`config.mk`:
```
export PLATFORM = sky130hd
export DESIGN_NAME = rv32_mod_decode_queue
export DESIGN_NICKNAME = d
export VERILOG_FILES = /design/src/rtl/rv32_mod_decode_queue.sv
export SDC_FILE = /design/constraint.sdc
export NUM_CORES = 1
export LEC_CHECK = 0
export CAP_MARGIN = 30
export CORE_ASPECT_RATIO = 1.5
export CORE_MARGIN = 4
export CORE_UTILIZATION = 50
export CTS_BUF_LIST = sky130_fd_sc_hd__clkbuf_16
export CTS_CLUSTER_SIZE = 40
export DETAILED_ROUTE_END_ITERATION = 8
export MAX_ROUTING_LAYER = met4
export PLACE_DENSITY = 0.79
export SLEW_MARGIN = 0
export SYNTH_ARGS = -nofsm -noshare
export SYNTH_HDL_FRONTEND = slang
export SYNTH_SLANG_ARGS = --single-unit
```
`constraint.sdc`:
```
create_clock -name clk -period 16.2 [get_ports clk]
set_clock_uncertainty 0.2 [all_clocks]
set_input_delay 3.24 -clock clk [delete_from_list [all_inputs] [get_ports clk]]
set_output_delay 3.24 -clock clk [all_outputs]
set_load 0.02 [all_outputs]
```
`src/rtl/rv32_mod_decode_queue.sv`:
```
// rv32_mod_decode_queue
//
// Buffered decode stage between fetch and execute. Each fetched word is
// decoded as it is accepted, and the decoded bundle is stored in a
// DEPTH-entry circular FIFO. The head entry is presented to execute.
//
// Ports:
//   clk, rst          clock; asynchronous active-high reset
//   flush             synchronous queue clear on redirect (highest priority)
//   priviledge        current privilege level, sampled at enqueue
//   in_valid/in_ready fetch-side handshake (in_ready ignores in_valid)
//   in_instruction    fetched 32-bit word
//   in_pc             PC of in_instruction
//   out_valid/out_ready execute-side handshake
//   out_pc, out_instruction, out_rs1/rs2/rd, out_format {r,i,s,b,u,j},
//   out_func {is_jalr,is_lui,alt,funct3}, out_is_mem_or_io, out_is_system,
//   out_sys_jump_to_m, out_sys_ret_from_priv, out_error   head entry payload
//   occupancy         number of valid entries
//
// Build option:
//   DECODE_QUEUE_BYPASS_EN  when defined, an empty queue forwards the
//                           decode of in_* combinationally to out_*.
//                           It is undefined by default (one-cycle minimum latency).

module rv32_mod_decode_queue #(
    parameter int DEPTH    = 4,
    parameter int PC_WIDTH = 32
) (
    input  logic                       clk,
    input  logic                       rst,
    input  logic                       flush,
    input  logic [1:0]                 priviledge,
    input  logic                       in_valid,
    output logic                       in_ready,
    input  logic [31:0]                in_instruction,
    input  logic [PC_WIDTH-1:0]        in_pc,
    output logic                       out_valid,
    input  logic                       out_ready,
    output logic [PC_WIDTH-1:0]        out_pc,
    output logic [31:0]                out_instruction,
    output logic [4:0]                 out_rs1,
    output logic [4:0]                 out_rs2,
    output logic [4:0]                 out_rd,
    output logic [5:0]                 out_format,
    output logic [5:0]                 out_func,
    output logic                       out_is_mem_or_io,
    output logic                       out_is_system,
    output logic                       out_sys_jump_to_m,
    output logic                       out_sys_ret_from_priv,
    output logic                       out_error,
    output logic [$clog2(DEPTH+1)-1:0] occupancy
);

    localparam int PTR_W = $clog2(DEPTH);
    localparam int OCC_W = $clog2(DEPTH+1);

    localparam logic [31:0] WORD_ECALL  = 32'h0000_0073;
    localparam logic [31:0] WORD_EBREAK = 32'h0010_0073;
    localparam logic [31:0] WORD_WFI    = 32'h1050_0073;
    localparam logic [31:0] WORD_MRET   = 32'h3020_0073;

    // Major opcode classes, keyed on instruction[6:2]
    typedef enum logic [4:0] {
        OPC_LOAD      = 5'b00000,
        OPC_MISC_MEM  = 5'b00011,
        OPC_OP_IMM    = 5'b00100,
        OPC_AUIPC     = 5'b00101,
        OPC_OP_IMM_32 = 5'b00110,
        OPC_STORE     = 5'b01000,
        OPC_OP        = 5'b01100,
        OPC_LUI       = 5'b01101,
        OPC_BRANCH    = 5'b11000,
        OPC_JALR      = 5'b11001,
        OPC_JAL       = 5'b11011,
        OPC_SYSTEM    = 5'b11100
    } opcode_e;

    typedef struct packed {
        logic [PC_WIDTH-1:0] pc;
        logic [31:0]         instruction;
        logic [4:0]          rs1;
        logic [4:0]          rs2;
        logic [4:0]          rd;
        logic [5:0]          format;
        logic [5:0]          func;
        logic                is_mem_or_io;
        logic                is_system;
        logic                sys_jump_to_m;
        logic                sys_ret_from_priv;
        logic                error;
    } entry_t;

    // ------------------------------------------------------------------
    // Combinational decode of the incoming word
    // ------------------------------------------------------------------
    entry_t     dec;
    logic       fmt_r, fmt_i, fmt_s, fmt_b, fmt_u, fmt_j;
    logic       is_jalr, is_lui, is_mem, is_sys, known_opcode;
    logic       alt;
    logic [2:0] funct3;
    logic       is_ecall_ebreak, is_mret_m, sys_legal;

    always_comb begin
        fmt_r        = 1'b0;
        fmt_i        = 1'b0;
        fmt_s        = 1'b0;
        fmt_b        = 1'b0;
        fmt_u        = 1'b0;
        fmt_j        = 1'b0;
        is_jalr      = 1'b0;
        is_lui       = 1'b0;
        is_mem       = 1'b0;
        is_sys       = 1'b0;
        known_opcode = 1'b1;

        case (in_instruction[6:2])
            OPC_LOAD:      begin fmt_i = 1'b1; is_mem = 1'b1; end
            OPC_MISC_MEM:  ;
            OPC_OP_IMM:    fmt_i = 1'b1;
            OPC_OP_IMM_32: fmt_i = 1'b1;
            OPC_AUIPC:     fmt_u = 1'b1;
            OPC_LUI:       begin fmt_u = 1'b1; is_lui = 1'b1; end
            OPC_STORE:     begin fmt_s = 1'b1; is_mem = 1'b1; end
            OPC_OP:        fmt_r = 1'b1;
            OPC_BRANCH:    begin fmt_s = 1'b1; fmt_b = 1'b1; end
            OPC_JALR:      begin fmt_i = 1'b1; is_jalr = 1'b1; end
            OPC_JAL:       begin fmt_u = 1'b1; fmt_j = 1'b1; end
            OPC_SYSTEM:    begin fmt_i = 1'b1; is_sys = 1'b1; end
            default:       known_opcode = 1'b0;
        endcase

        funct3 = in_instruction[14:12];
        // funct7 only matters for R-type and the I-type shift-right group
        alt    = in_instruction[30] & (fmt_r | (fmt_i & (funct3 == 3'b101)));

        is_ecall_ebreak = (in_instruction == WORD_ECALL) || (in_instruction == WORD_EBREAK);
        is_mret_m       = (in_instruction == WORD_MRET) && (priviledge == 2'b11);
        // funct3 != 0 is the CSR group, always legal
        sys_legal       = (funct3 != 3'b000) || is_ecall_ebreak || is_mret_m ||
                          (in_instruction == WORD_WFI);

        dec                   = '0;
        dec.pc                = in_pc;
        dec.instruction       = in_instruction;
        dec.rs1               = fmt_u ? 5'd0 : in_instruction[19:15];
        dec.rs2               = fmt_u ? 5'd0 : in_instruction[24:20];
        dec.rd                = fmt_s ? 5'd0 : in_instruction[11:7];
        dec.format            = {fmt_r, fmt_i, fmt_s, fmt_b, fmt_u, fmt_j};
        dec.func              = {is_jalr, is_lui, alt, funct3};
        dec.is_mem_or_io      = is_mem;
        dec.is_system         = is_sys;
        dec.sys_jump_to_m     = is_ecall_ebreak;
        dec.sys_ret_from_priv = is_mret_m;
        dec.error             = (in_instruction[1:0] != 2'b11) || !known_opcode ||
                                (is_sys && !sys_legal);
    end

    // ------------------------------------------------------------------
    // Queue control
    // ------------------------------------------------------------------
    entry_t             storage [DEPTH];
    logic [PTR_W-1:0]   wr_ptr, rd_ptr;
    logic [OCC_W-1:0]   occ_q;
    logic               queue_valid;
    logic               push_q, pop_q;
    entry_t             head;

    assign queue_valid = (occ_q != '0);
    assign in_ready    = (occ_q != OCC_W'(DEPTH));
    assign pop_q       = queue_valid && out_ready && !flush;
    assign head        = storage[rd_ptr];

`ifdef DECODE_QUEUE_BYPASS_EN
    logic bypass;

    // An empty queue forwards the fresh decode; if execute takes it in the
    // same cycle the word never touches storage.
    assign bypass    = !queue_valid && in_valid && !flush;
    assign out_valid = queue_valid || bypass;
    assign push_q    = in_valid && in_ready && !flush && !(bypass && out_ready);

    entry_t out_entry;
    assign out_entry = bypass ? dec : head;
`else
    assign out_valid = queue_valid;
    assign push_q    = in_valid && in_ready && !flush;

    entry_t out_entry;
    assign out_entry = head;
`endif

    always_ff @(posedge clk or posedge rst) begin
        if (rst) begin
            wr_ptr <= '0;
            rd_ptr <= '0;
            occ_q  <= '0;
        end else if (flush) begin
            wr_ptr <= '0;
            rd_ptr <= '0;
            occ_q  <= '0;
        end else begin
            if (push_q) begin
                wr_ptr <= wr_ptr + PTR_W'(1);
            end
            if (pop_q) begin
                rd_ptr <= rd_ptr + PTR_W'(1);
            end
            case ({push_q, pop_q})
                2'b10:   occ_q <= occ_q + OCC_W'(1);
                2'b01:   occ_q <= occ_q - OCC_W'(1);
                default: occ_q <= occ_q;
            endcase
        end
    end

    // Storage is cleared only by reset; flush just rewinds the pointers.
    always_ff @(posedge clk or posedge rst) begin
        if (rst) begin
            for (int unsigned i = 0; i < DEPTH; i++) begin
                storage[i] <= '0;
            end
        end else if (push_q) begin
            storage[wr_ptr] <= dec;
        end
    end

    // ------------------------------------------------------------------
    // Outputs
    // ------------------------------------------------------------------
    assign occupancy             = occ_q;
    assign out_pc                = out_entry.pc;
    assign out_instruction       = out_entry.instruction;
    assign out_rs1               = out_entry.rs1;
    assign out_rs2               = out_entry.rs2;
    assign out_rd                = out_entry.rd;
    assign out_format            = out_entry.format;
    assign out_func              = out_entry.func;
    assign out_is_mem_or_io      = out_entry.is_mem_or_io;
    assign out_is_system         = out_entry.is_system;
    assign out_sys_jump_to_m     = out_entry.sys_jump_to_m;
    assign out_sys_ret_from_priv = out_entry.sys_ret_from_priv;
    assign out_error             = out_entry.error;

endmodule

```
==> impl_metrics.xml, run 1 <==
<?xml version="1.0" encoding="UTF-8"?>
<metrics>
  <group name="setup_path">
    <metric name="critical_path_peak_fanout" unit="">56</metric>
    <metric name="required" unit="ns">12.76</metric>
    <metric name="timing.critical_path.arrival" unit="ns">3.46</metric>
    <metric name="slowest_stage" unit="">dfrtp_4</metric>
    <metric name="worstSetupPathType" unit="">flip-flop to output pin</metric>
    <metric name="regToRegSetupSlack" unit="ns">13.15</metric>
    <metric name="setup.worst_path.end_class" unit="">output pin</metric>
    <metric name="critical_path_cell_by_cell" unit="">buf_4 &gt; mux4_2 &gt; clkdlybuf4s50_1</metric>
    <metric name="worstSetupStartpointType" unit="">flip-flop</metric>
    <metric name="cp_slowest_stage_delay" unit="ns">0.83</metric>
  </group>
  <group name="floorplanning">
    <metric name="dieHeight" unit="µm">233.4</metric>
    <metric name="die_area" unit="µm²">36930</metric>
    <metric name="core.rowCount" unit="">82</metric>
    <metric name="core_area" unit="µm²">33450</metric>
    <metric name="die_width" unit="µm">158.3</metric>
    <metric name="initial_utilization" unit="%">50.62</metric>
    <metric name="io-pin-count" unit="">172</metric>
  </group>
  <group name="clock_network">
    <metric name="clk_slew_on_worst_s_h_paths" unit="ns">0.06</metric>
    <metric name="tritoncts" unit="">built</metric>
    <metric name="post-cts-setup-buffers" unit="">0</metric>
    <metric name="cts_hold_repair.buffers" unit="">0</metric>
    <metric name="count_of_clock_tree_sinks" unit="">379</metric>
    <metric name="clk-insertion-delay-late" unit="ns">0.52</metric>
    <metric name="cts-root-buf" unit="">clkbuf_16</metric>
    <metric name="post_cts.resized_instances" unit="">0</metric>
    <metric name="clock_path_buffers" unit="">3</metric>
    <metric name="cts_made_buffers" unit="">37</metric>
    <metric name="htreeDepth" unit="">2</metric>
  </group>
  <group name="synth">
    <metric name="synth_edf_count" unit="">0</metric>
    <metric name="post-synth-top-area-cell" unit="">dfrtp_1</metric>
    <metric name="post_synth_inst_count" unit="">1722</metric>
    <metric name="avgSynthCellArea" unit="µm²">9.832</metric>
    <metric name="post_synth_most_frequent_cells" unit="">895 x nand2_1, 379 x dfrtp_1, 98 x o21ai_0</metric>
    <metric name="yosys_register_bits" unit="">379</metric>
    <metric name="synth_seq_area_share" unit="%">56.02</metric>
    <metric name="synth_area_leaders" unit="">dfrtp_1 56%, nand2_1 20%, mux4_2 12%, o21ai_0 2.9%, clkbuf_1 1.6%</metric>
    <metric name="synth_top_area_share" unit="%">56.02</metric>
    <metric name="yosys.cell_count.top_type" unit="">nand2_1</metric>
    <metric name="synth.net_count" unit="">1798</metric>
    <metric name="yosys_warnings" unit="">0</metric>
    <metric name="synth-main-ff-cell" unit="">dfrtp_1</metric>
    <metric name="async_reset_ff_share" unit="%">100.0</metric>
    <metric name="synthesized_area" unit="µm²">16930</metric>
    <metric name="post_synth_cell_types" unit="">47</metric>
  </group>
  <group name="cells_and_area">
    <metric name="filler_cells" unit="">2753</metric>
    <metric name="ff_latch_area" unit="µm²">9492</metric>
    <metric name="area_growth_syn_to_layout" unit="%">17.39</metric>
    <metric name="multiInputGateArea" unit="µm²">6928</metric>
    <metric name="finalInstanceArea" unit="µm²">19880</metric>
    <metric name="drive_above_1_share" unit="%">9.514</metric>
    <metric name="nNetsFinal" unit="">1907</metric>
  </group>
  <group name="sta">
    <metric name="layout_min_cycle_time" unit="ns">6.896</metric>
    <metric name="hold_violations" unit="">0</metric>
    <metric name="timing.final.setup_violations" unit="">0</metric>
    <metric name="fin_tns_setup" unit="ns">0</metric>
    <metric name="grt_setup_unrepaired" unit="">false</metric>
    <metric name="post-route-period-util" unit="%">42.57</metric>
    <metric name="timing_max_transition_violations_final" unit="">0</metric>
    <metric name="worst_slew_pin_slew" unit="ns">1.179</metric>
    <metric name="timing.max_slew.rel_slack" unit="%">21.43</metric>
    <metric name="fmaxAchievable" unit="GHz">0.1450</metric>
  </group>
  <group name="pwr">
    <metric name="vdd.ir_drop.worst" unit="µV">100.8</metric>
    <metric name="powerDensity" unit="nW/µm²">149.5</metric>
    <metric name="cellLeakagePower" unit="nW">9.641</metric>
  </group>
  <group name="drt">
    <metric name="num_vias" unit="">12838</metric>
    <metric name="drt_first_iter_violations" unit="">1099</metric>
    <metric name="drc" unit="">0</metric>
    <metric name="first_pass_iters" unit="">7</metric>
    <metric name="dr_wl_met3" unit="µm">2748</metric>
    <metric name="met1_wire_length" unit="µm">17110</metric>
    <metric name="routed_wirelength" unit="µm">44730</metric>
    <metric name="avgViaCountPerCell" unit="">5.653</metric>
    <metric name="post_drt_wl_per_cell" unit="µm">19.69</metric>
    <metric name="highest_layer" unit="">met4</metric>
    <metric name="met2_length" unit="µm">23240</metric>
    <metric name="drt.antenna.violating_nets" unit="">0</metric>
  </group>
  <group name="place">
    <metric name="placement.cell_area" unit="µm²">18840</metric>
    <metric name="gp_congestion" unit="">0.7995</metric>
    <metric name="detailed_place_hpwl" unit="µm">27440</metric>
    <metric name="port_buffers" unit="">171</metric>
  </group>
  <group name="grt">
    <metric name="globalRoute.totalOverflow" unit="">0</metric>
    <metric name="grt_first_pass_wirelength" unit="µm">71710</metric>
    <metric name="grt_start_max_net_pins" unit="">192</metric>
    <metric name="grt_antenna_before_repair" unit="">1</metric>
    <metric name="grt_util_overall" unit="%">25.39</metric>
    <metric name="first_global_vias" unit="">13293</metric>
  </group>
  <group name="hold_path">
    <metric name="hold_class" unit="">flip-flop to flip-flop</metric>
  </group>
  <group name="status">
    <metric name="status" unit="">finished clean</metric>
  </group>
  <group name="job">
    <metric name="maxCapViolCount" unit="">0</metric>
  </group>
</metrics>
[per-stage QoR]
step	total power [mW]	worst slack [ns]	utilization, %	std cells	hold slack, ns
after floorplan	1.900	2.231	-	1722	0.2403
after global placement	2.178	9.701	56.32	2212	0.2526
after detailed placement	2.224	9.556	56.32	2212	0.2569
after CTS	3.000	9.304	59.42	2270	0.2713
after global routing	3.143	9.242	59.42	2271	0.2861
final	2.971	9.304	59.42	2271	0.2694
[registers in the layout, indices dropped and copies added, names as in the netlist]
register / flops
storage: 372
occupancy: 3
rd_ptr: 2
wr_ptr: 2
[per-layer routing]
layer	global-route usage, %	vias up
li1	-	5845
met1	31.44	6393
met2	42.82	504
met3	3.522	96
met4	9.069	0
met5	-	-
[layout by cell type (no fill, tap or decap), types with 4 or more instances in the layout]
master,count
nand4b_1,5
inv_1,16
nand2_1,895
dfrtp_1,377
nor3b_1,6
clkinv_1,7
a31oi_1,8
clkdlybuf4s50_1,171
clkbuf_16,37
nor4_1,5
buf_4,17
o21ai_0,98
or3_1,4
ha_1,4
mux4_2,93
mux2i_1,5
mux2_2,8
nor2_1,22
a21oi_1,9
nand3_1,7
[kinds of logic (layout without fill, tap and decap cells)]
kind of cell    count (synthesis)  count (layout)  share of synthesized area, %
xor+xnor                        4               4                        0.2070
fa+ha+maj                       5               5                        0.4139
other cells                     0               1                             0
mux                           106             106                         13.20
simple gates                  974             974                         22.98
buf+inv                       126             254                         3.126
compound gates                128             128                         4.064
flops                         379             379                         56.02
[cell type report]
cell class / instances / share of cell area (%)
diodes: 1 / 0.01259
flip-flops and latches: 379 / 47.76
clock inverters: 21 / 0.5477
clock buffers: 37 / 4.658
repair buffers: 189 / 9.355
well taps: 420 / 2.644
multi-input cells: 1217 / 34.86
inverters: 7 / 0.1700
[worst max-delay path: cells and delay by family, from the launching register on]
kind / cells / cell delay, ns
buffers and inverters: 2 / 1.36
DFF: 1 / 0.83
muxes: 1 / 0.60
[path summary, 6_finish.rpt]
path,from,to,cells after the start
max,rd_ptr[1],out_pc[27],3
min,storage[284],storage[284],2
max reg2reg,occupancy[0],storage[2],4
min reg2reg,storage[284],storage[284],2
max in group asynchronous,rst,rd_ptr[1],4
min in group asynchronous,rst,storage[10],2
[where the power goes]
group | leakage (nW) | switching, mW | internal, mW
clock | 0.546 | 0.339 | 0.426
sequential | 4.92 | 0.154 | 1.23
combinational | 4.18 | 0.424 | 0.402
total | 9.64 | 0.917 | 2.05
Power figures use the tool's default switching activity.
==> run 2, diff against run 1 <==
PLACE_DENSITY = 0.81   (was 0.79)
clock period = 5.88 ns   (was 16.2 ns; I/O delays follow)
==> impl_metrics.xml, run 2 (same netlist as run 1, synthesis figures left out) <==
<?xml version="1.0" encoding="UTF-8"?>
<metrics>
  <group name="clock_network">
    <metric name="clock_path_buffers" unit="">3</metric>
    <metric name="htreeDepth" unit="">2</metric>
    <metric name="cts-root-buf" unit="">clkbuf_16</metric>
    <metric name="clk_slew_on_worst_s_h_paths" unit="ns">0.06</metric>
    <metric name="post-cts-setup-buffers" unit="">0</metric>
    <metric name="clk-insertion-delay-late" unit="ns">0.52</metric>
    <metric name="post_cts.resized_instances" unit="">0</metric>
    <metric name="cts_made_buffers" unit="">38</metric>
    <metric name="count_of_clock_tree_sinks" unit="">379</metric>
    <metric name="tritoncts" unit="">built</metric>
    <metric name="cts_hold_repair.buffers" unit="">0</metric>
  </group>
  <group name="pwr">
    <metric name="overall_power_consumption" unit="mW">8.537</metric>
    <metric name="powerDensity" unit="nW/µm²">422.6</metric>
    <metric name="cellLeakagePower" unit="nW">9.802</metric>
    <metric name="vdd.ir_drop.worst" unit="µV">367.9</metric>
  </group>
  <group name="drt">
    <metric name="first_pass_iters" unit="">5</metric>
    <metric name="drt_first_iter_violations" unit="">1103</metric>
    <metric name="avgViaCountPerCell" unit="">5.680</metric>
    <metric name="drc" unit="">0</metric>
    <metric name="num_vias" unit="">13007</metric>
    <metric name="routed_wirelength" unit="µm">46070</metric>
    <metric name="drt.antenna.violating_nets" unit="">0</metric>
    <metric name="post_drt_wl_per_cell" unit="µm">20.12</metric>
  </group>
  <group name="setup_path">
    <metric name="critical_path_cell_by_cell" unit="">buf_4 &gt; mux4_2 &gt; clkdlybuf4s50_1</metric>
    <metric name="slowest_stage" unit="">dfrtp_4</metric>
    <metric name="timing.critical_path.arrival" unit="ns">3.20</metric>
    <metric name="worstSetupStartpointType" unit="">flip-flop</metric>
    <metric name="required" unit="ns">4.50</metric>
    <metric name="cp_top_family" unit="">buffers and inverters</metric>
    <metric name="worstSetupPathType" unit="">flip-flop to output pin</metric>
    <metric name="cp_slowest_stage_delay" unit="ns">0.99</metric>
    <metric name="critical_path_buf_inv_count" unit="">2</metric>
    <metric name="critical_path_peak_fanout" unit="">40</metric>
    <metric name="setup.worst_path.end_class" unit="">output pin</metric>
  </group>
  <group name="status">
    <metric name="status" unit="">finished clean</metric>
  </group>
  <group name="sta">
    <metric name="final_critical_path_setup_slack" unit="ns">1.302</metric>
    <metric name="timing_max_transition_violations_final" unit="">0</metric>
    <metric name="fmaxAchievable" unit="GHz">0.2184</metric>
    <metric name="post-route-period-util" unit="%">77.86</metric>
    <metric name="hold_violations" unit="">0</metric>
    <metric name="layout_min_cycle_time" unit="ns">4.578</metric>
    <metric name="timing.max_slew.rel_slack" unit="%">39.55</metric>
    <metric name="timing.final.setup_violations" unit="">0</metric>
    <metric name="worst_slew_pin_slew" unit="ns">0.9067</metric>
    <metric name="grt_setup_unrepaired" unit="">false</metric>
  </group>
  <group name="cells_and_area">
    <metric name="area_growth_syn_to_layout" unit="%">19.32</metric>
    <metric name="most-common-layout-cells" unit="">895 x nand2_1, 377 x dfrtp_1, 171 x clkdlybuf4s50_1</metric>
    <metric name="drive_above_1_share" unit="%">10.49</metric>
    <metric name="utilization" unit="%">60.40</metric>
    <metric name="finalInstanceArea" unit="µm²">20200</metric>
    <metric name="most_common_library_cell_in_the_layout_ignoring_fill_and_taps" unit="">nand2_1</metric>
    <metric name="registers.top_by_ff_count" unit="">storage</metric>
    <metric name="nNetsFinal" unit="">1916</metric>
    <metric name="largest_register_ffs" unit="">372</metric>
  </group>
  <group name="grt">
    <metric name="grt_first_pass_wirelength" unit="µm">72870</metric>
    <metric name="globalRoute.totalOverflow" unit="">0</metric>
    <metric name="grt.met1_usage" unit="%">31.25</metric>
    <metric name="grt_start_max_net_pins" unit="">114</metric>
    <metric name="gr-usage-met2" unit="%">43.77</metric>
    <metric name="first_global_vias" unit="">13394</metric>
    <metric name="grt_util_overall" unit="%">25.96</metric>
    <metric name="grtUsageMet3" unit="%">3.874</metric>
    <metric name="grt_antenna_before_repair" unit="">2</metric>
    <metric name="grt.busiest_layer" unit="">met2</metric>
  </group>
  <group name="hold_path">
    <metric name="hold_class" unit="">flip-flop to flip-flop</metric>
  </group>
  <group name="place">
    <metric name="detailed_place_hpwl" unit="µm">28660</metric>
    <metric name="placement.cell_area" unit="µm²">18950</metric>
    <metric name="port_buffers" unit="">171</metric>
    <metric name="gp_congestion" unit="">0.8295</metric>
    <metric name="place_worst_setup_slack" unit="ns">1.752</metric>
  </group>
  <group name="floorplanning">
    <metric name="die_area" unit="µm²">36930</metric>
    <metric name="io-pin-count" unit="">172</metric>
    <metric name="initial_utilization" unit="%">50.62</metric>
    <metric name="dieHeight" unit="µm">233.4</metric>
    <metric name="core.rowCount" unit="">82</metric>
    <metric name="die_width" unit="µm">158.3</metric>
    <metric name="core_area" unit="µm²">33450</metric>
  </group>
  <group name="job">
    <metric name="maxCapViolCount" unit="">0</metric>
  </group>
</metrics>
[run 2: cell types whose count changed in the layout (fill, tap and decap cells not counted), moves of 2 or more]
cell and change:
buf_12 +7, clkinv_2 +4, bufinv_16 +3, clkinvlp_4 +3
clkbuf_16 +2, clkinv_1 -2
[run 2: path summary, 6_finish.rpt]
kind                                    from  cells after the start                    end  slack [ns]
worst max register to register  occupancy[0]                      8           occupancy[2]        2.97
min in group asynchronous                rst                      2           storage[128]        0.74
worst max-delay path               rd_ptr[0]                      3  out_sys_ret_from_priv        1.30
worst min-delay path            storage[357]                      2           storage[357]        0.27
worst min register to register  storage[357]                      2           storage[357]        0.27
max in group asynchronous                rst                      3            storage[72]        3.61
[run 2: layout make-up]
| cell class | count | area, µm² |
|---|---|---|
| Antenna cell | 2 | 5.005 |
| Clock buffer | 39 | 975.9 |
| Clock inverter | 29 | 235.2 |
| Fill cell | 2707 | 13240 |
| Inverter | 7 | 30.03 |
| Multi-Input combinational cell | 1217 | 6925 |
| Sequential cell | 379 | 9492 |
| Tap cell | 420 | 525.5 |
| Timing Repair Buffer | 197 | 2014 |
[run 2: where the power goes]
part / switching [mW] / total (mW) / internal, mW
sequential: 0.482 / 3.86 / 3.38
combinational: 1.17 / 2.29 / 1.12
clock: 1.01 / 2.39 / 1.38
[run 2: routing by layer]
metal	routed length, µm	share of wire, %
met5	0	0
met4	1903	4.1
met1	17270	37
met3	2965	6.4
met2	23930	52
[run 2: stage by stage]
stage | TNS, ns | hold WS, ns | std cells
floorplan | -222.87 | 0.2403 | 1722
global placement | 0 | 0.2518 | 2218
detailed placement | 0 | 0.2574 | 2218
CTS | 0 | 0.2722 | 2286
global route | 0 | 0.2896 | 2290
finish | 0 | 0.2691 | 2290
[run 2: worst register-to-register path, stage by stage (launching register included)]
cell	delay, ns
dfrtp_1	0.55
or3b_1	0.40
nand2_1	0.16
nor3b_1	0.20
fa_1	0.44
or3b_2	0.47
o21ai_0	0.17
a32oi_1	0.07
a21oi_1	0.17
==> run 3, diff against run 2 <==
clock period = 4 ns   (was 5.88 ns; I/O delays follow)
==> impl_metrics.xml, run 3 (same netlist as run 1, synthesis figures left out) <==
<?xml version="1.0" encoding="UTF-8"?>
<metrics>
  <group name="pwr">
    <metric name="cellInternalPower" unit="mW">8.665</metric>
    <metric name="clockPowerShare" unit="%">27.9</metric>
    <metric name="power.net_switching" unit="mW">3.930</metric>
    <metric name="combPwrFrac" unit="%">27.7</metric>
    <metric name="vdd.ir_drop.worst" unit="µV">284.6</metric>
    <metric name="swShare" unit="%">31.20</metric>
    <metric name="cellLeakagePower" unit="nW">9.962</metric>
    <metric name="pwr-share-seq" unit="%">44.4</metric>
    <metric name="powerDensity" unit="nW/µm²">611.8</metric>
  </group>
  <group name="cells_and_area">
    <metric name="finalInstanceArea" unit="µm²">20590</metric>
    <metric name="filler_cells" unit="">2605</metric>
    <metric name="instances_no_fill" unit="">2316</metric>
    <metric name="ff_latch_area" unit="µm²">9492</metric>
    <metric name="drive_above_1_share" unit="%">11.72</metric>
    <metric name="multiInputGateArea" unit="µm²">6925</metric>
    <metric name="most_common_library_cell_in_the_layout_ignoring_fill_and_taps" unit="">nand2_1</metric>
    <metric name="registers.top_by_ff_count" unit="">storage</metric>
    <metric name="nNetsFinal" unit="">1941</metric>
    <metric name="area_growth_syn_to_layout" unit="%">21.59</metric>
    <metric name="most-common-layout-cells" unit="">895 x nand2_1, 377 x dfrtp_1, 171 x clkdlybuf4s50_1</metric>
    <metric name="largest_register_ffs" unit="">372</metric>
  </group>
  <group name="grt">
    <metric name="first_global_vias" unit="">13855</metric>
    <metric name="grt_start_max_net_pins" unit="">113</metric>
    <metric name="grt_antenna_before_repair" unit="">1</metric>
    <metric name="grt_first_pass_wirelength" unit="µm">73770</metric>
    <metric name="globalRoute.totalOverflow" unit="">0</metric>
    <metric name="grt_util_overall" unit="%">26.17</metric>
  </group>
  <group name="floorplanning">
    <metric name="die_width" unit="µm">158.3</metric>
    <metric name="io-pin-count" unit="">172</metric>
    <metric name="core_area" unit="µm²">33450</metric>
    <metric name="die_area" unit="µm²">36930</metric>
    <metric name="dieHeight" unit="µm">233.4</metric>
    <metric name="core.rowCount" unit="">82</metric>
    <metric name="initial_utilization" unit="%">50.62</metric>
  </group>
  <group name="place">
    <metric name="place_worst_setup_slack" unit="ns">0.5965</metric>
    <metric name="gp_congestion" unit="">0.8254</metric>
    <metric name="port_buffers" unit="">171</metric>
    <metric name="dpl.cell_count" unit="">2245</metric>
    <metric name="placement.cell_area" unit="µm²">19370</metric>
    <metric name="detailed_place_hpwl" unit="µm">29770</metric>
  </group>
  <group name="sta">
    <metric name="grt_setup_unrepaired" unit="">false</metric>
    <metric name="final_critical_path_setup_slack" unit="ns">0.3737</metric>
    <metric name="layout_min_cycle_time" unit="ns">3.626</metric>
    <metric name="worst_slew_pin_slew" unit="ns">0.8945</metric>
    <metric name="fmaxAchievable" unit="GHz">0.2758</metric>
    <metric name="hold_violations" unit="">0</metric>
    <metric name="timing_max_transition_violations_final" unit="">0</metric>
    <metric name="timing.final.setup_violations" unit="">0</metric>
    <metric name="timing.max_slew.rel_slack" unit="%">40.05</metric>
    <metric name="post-route-period-util" unit="%">90.66</metric>
  </group>
  <group name="clock_network">
    <metric name="htreeDepth" unit="">2</metric>
    <metric name="count_of_clock_tree_sinks" unit="">379</metric>
    <metric name="clk-insertion-delay-late" unit="ns">0.52</metric>
    <metric name="post_cts.resized_instances" unit="">0</metric>
    <metric name="cts-root-buf" unit="">clkbuf_16</metric>
    <metric name="tritoncts" unit="">built</metric>
    <metric name="cts_made_buffers" unit="">38</metric>
    <metric name="cts_hold_repair.buffers" unit="">0</metric>
    <metric name="clock_path_buffers" unit="">3</metric>
    <metric name="post-cts-setup-buffers" unit="">0</metric>
    <metric name="clk_slew_on_worst_s_h_paths" unit="ns">0.06</metric>
  </group>
  <group name="setup_path">
    <metric name="required" unit="ns">3.00</metric>
    <metric name="worstSetupPathType" unit="">flip-flop to output pin</metric>
    <metric name="critical_path_peak_fanout" unit="">26</metric>
    <metric name="timing.critical_path.arrival" unit="ns">2.63</metric>
    <metric name="worstSetupStartpointType" unit="">flip-flop</metric>
    <metric name="setup.worst_path.end_class" unit="">output pin</metric>
    <metric name="cp_slowest_stage_delay" unit="ns">0.74</metric>
    <metric name="slowest_stage" unit="">dfrtp_4</metric>
    <metric name="critical_path_cell_by_cell" unit="">buf_4 &gt; mux4_2 &gt; clkdlybuf4s50_1</metric>
  </group>
  <group name="drt">
    <metric name="drt.antenna.violating_nets" unit="">0</metric>
    <metric name="drc" unit="">0</metric>
    <metric name="drt_first_iter_violations" unit="">1067</metric>
    <metric name="avgViaCountPerCell" unit="">5.755</metric>
    <metric name="first_pass_iters" unit="">6</metric>
    <metric name="routed_wirelength" unit="µm">46250</metric>
    <metric name="post_drt_wl_per_cell" unit="µm">19.97</metric>
    <metric name="num_vias" unit="">13329</metric>
  </group>
  <group name="job">
    <metric name="maxCapViolCount" unit="">0</metric>
  </group>
  <group name="hold_path">
    <metric name="hold_class" unit="">flip-flop to flip-flop</metric>
  </group>
  <group name="status">
    <metric name="status" unit="">finished clean</metric>
  </group>
</metrics>
-- run 3: area by class of cell --
class	instances	area share, %
Antenna cell	1	0.01216
Tap cell	420	2.553
Timing Repair Buffer	222	11.63
Multi-Input combinational cell	1217	33.64
Inverter	7	0.1459
Clock buffer	38	4.619
Clock inverter	32	1.295
Sequential cell	379	46.10
-- run 3: power groups by stage --
| stage | combinational (mW) | clock, mW | sequential, mW |
|---|---|---|---|
| 2_1_floorplan | 2.27 | 0 | 5.43 |
| 3_3_place_gp | 3.39 | 0 | 5.53 |
| 3_5_place_dp | 3.50 | 0 | 5.63 |
| 4_1_cts | 3.54 | 3.58 | 5.57 |
| 5_1_grt | 3.83 | 3.73 | 5.69 |
| 6_report | 3.49 | 3.51 | 5.59 |
-- run 3: worst max-delay path, delay by kind of cell, from the launching register on --
family / cells / cell delay (ns)
muxes: 1 / 0.39
buffers and inverters: 2 / 0.94
DFF: 1 / 0.74
-- run 3: final timing paths --
path,start,depth (start not counted),slack [ns],endpoint
setup / recovery,rd_ptr[1],3,0.37,out_pc[0]
hold / removal,storage[283],2,0.27,storage[283]
setup reg to reg,occupancy[0],8,1.15,occupancy[2]
hold reg to reg,storage[283],2,0.27,storage[283]
max in group asynchronous,rst,4,2.15,storage[202]
min in group asynchronous,rst,2,0.50,storage[15]
-- run 3: metrics by stage --
stage	power [mW]	hold slack (ns)	utilization, %	TNS (ns)
floorplan	7.699	0.2403	-	-792.88
finish	12.59	0.2698	61.55	0
global placement	8.923	0.2520	57.90	0
CTS	12.69	0.2713	61.54	0
global route	13.25	0.2836	61.55	0
detailed placement	9.132	0.2567	57.90	0
-- run 3: per-layer routing --
| layer | GRT usage [%] | wire (µm) |
|---|---|---|
| met1 | 31.16 | 16990 |
| met4 | 10.51 | 1787 |
| met3 | 3.744 | 2971 |
| met2 | 44.76 | 24500 |
| met5 | - | 0 |
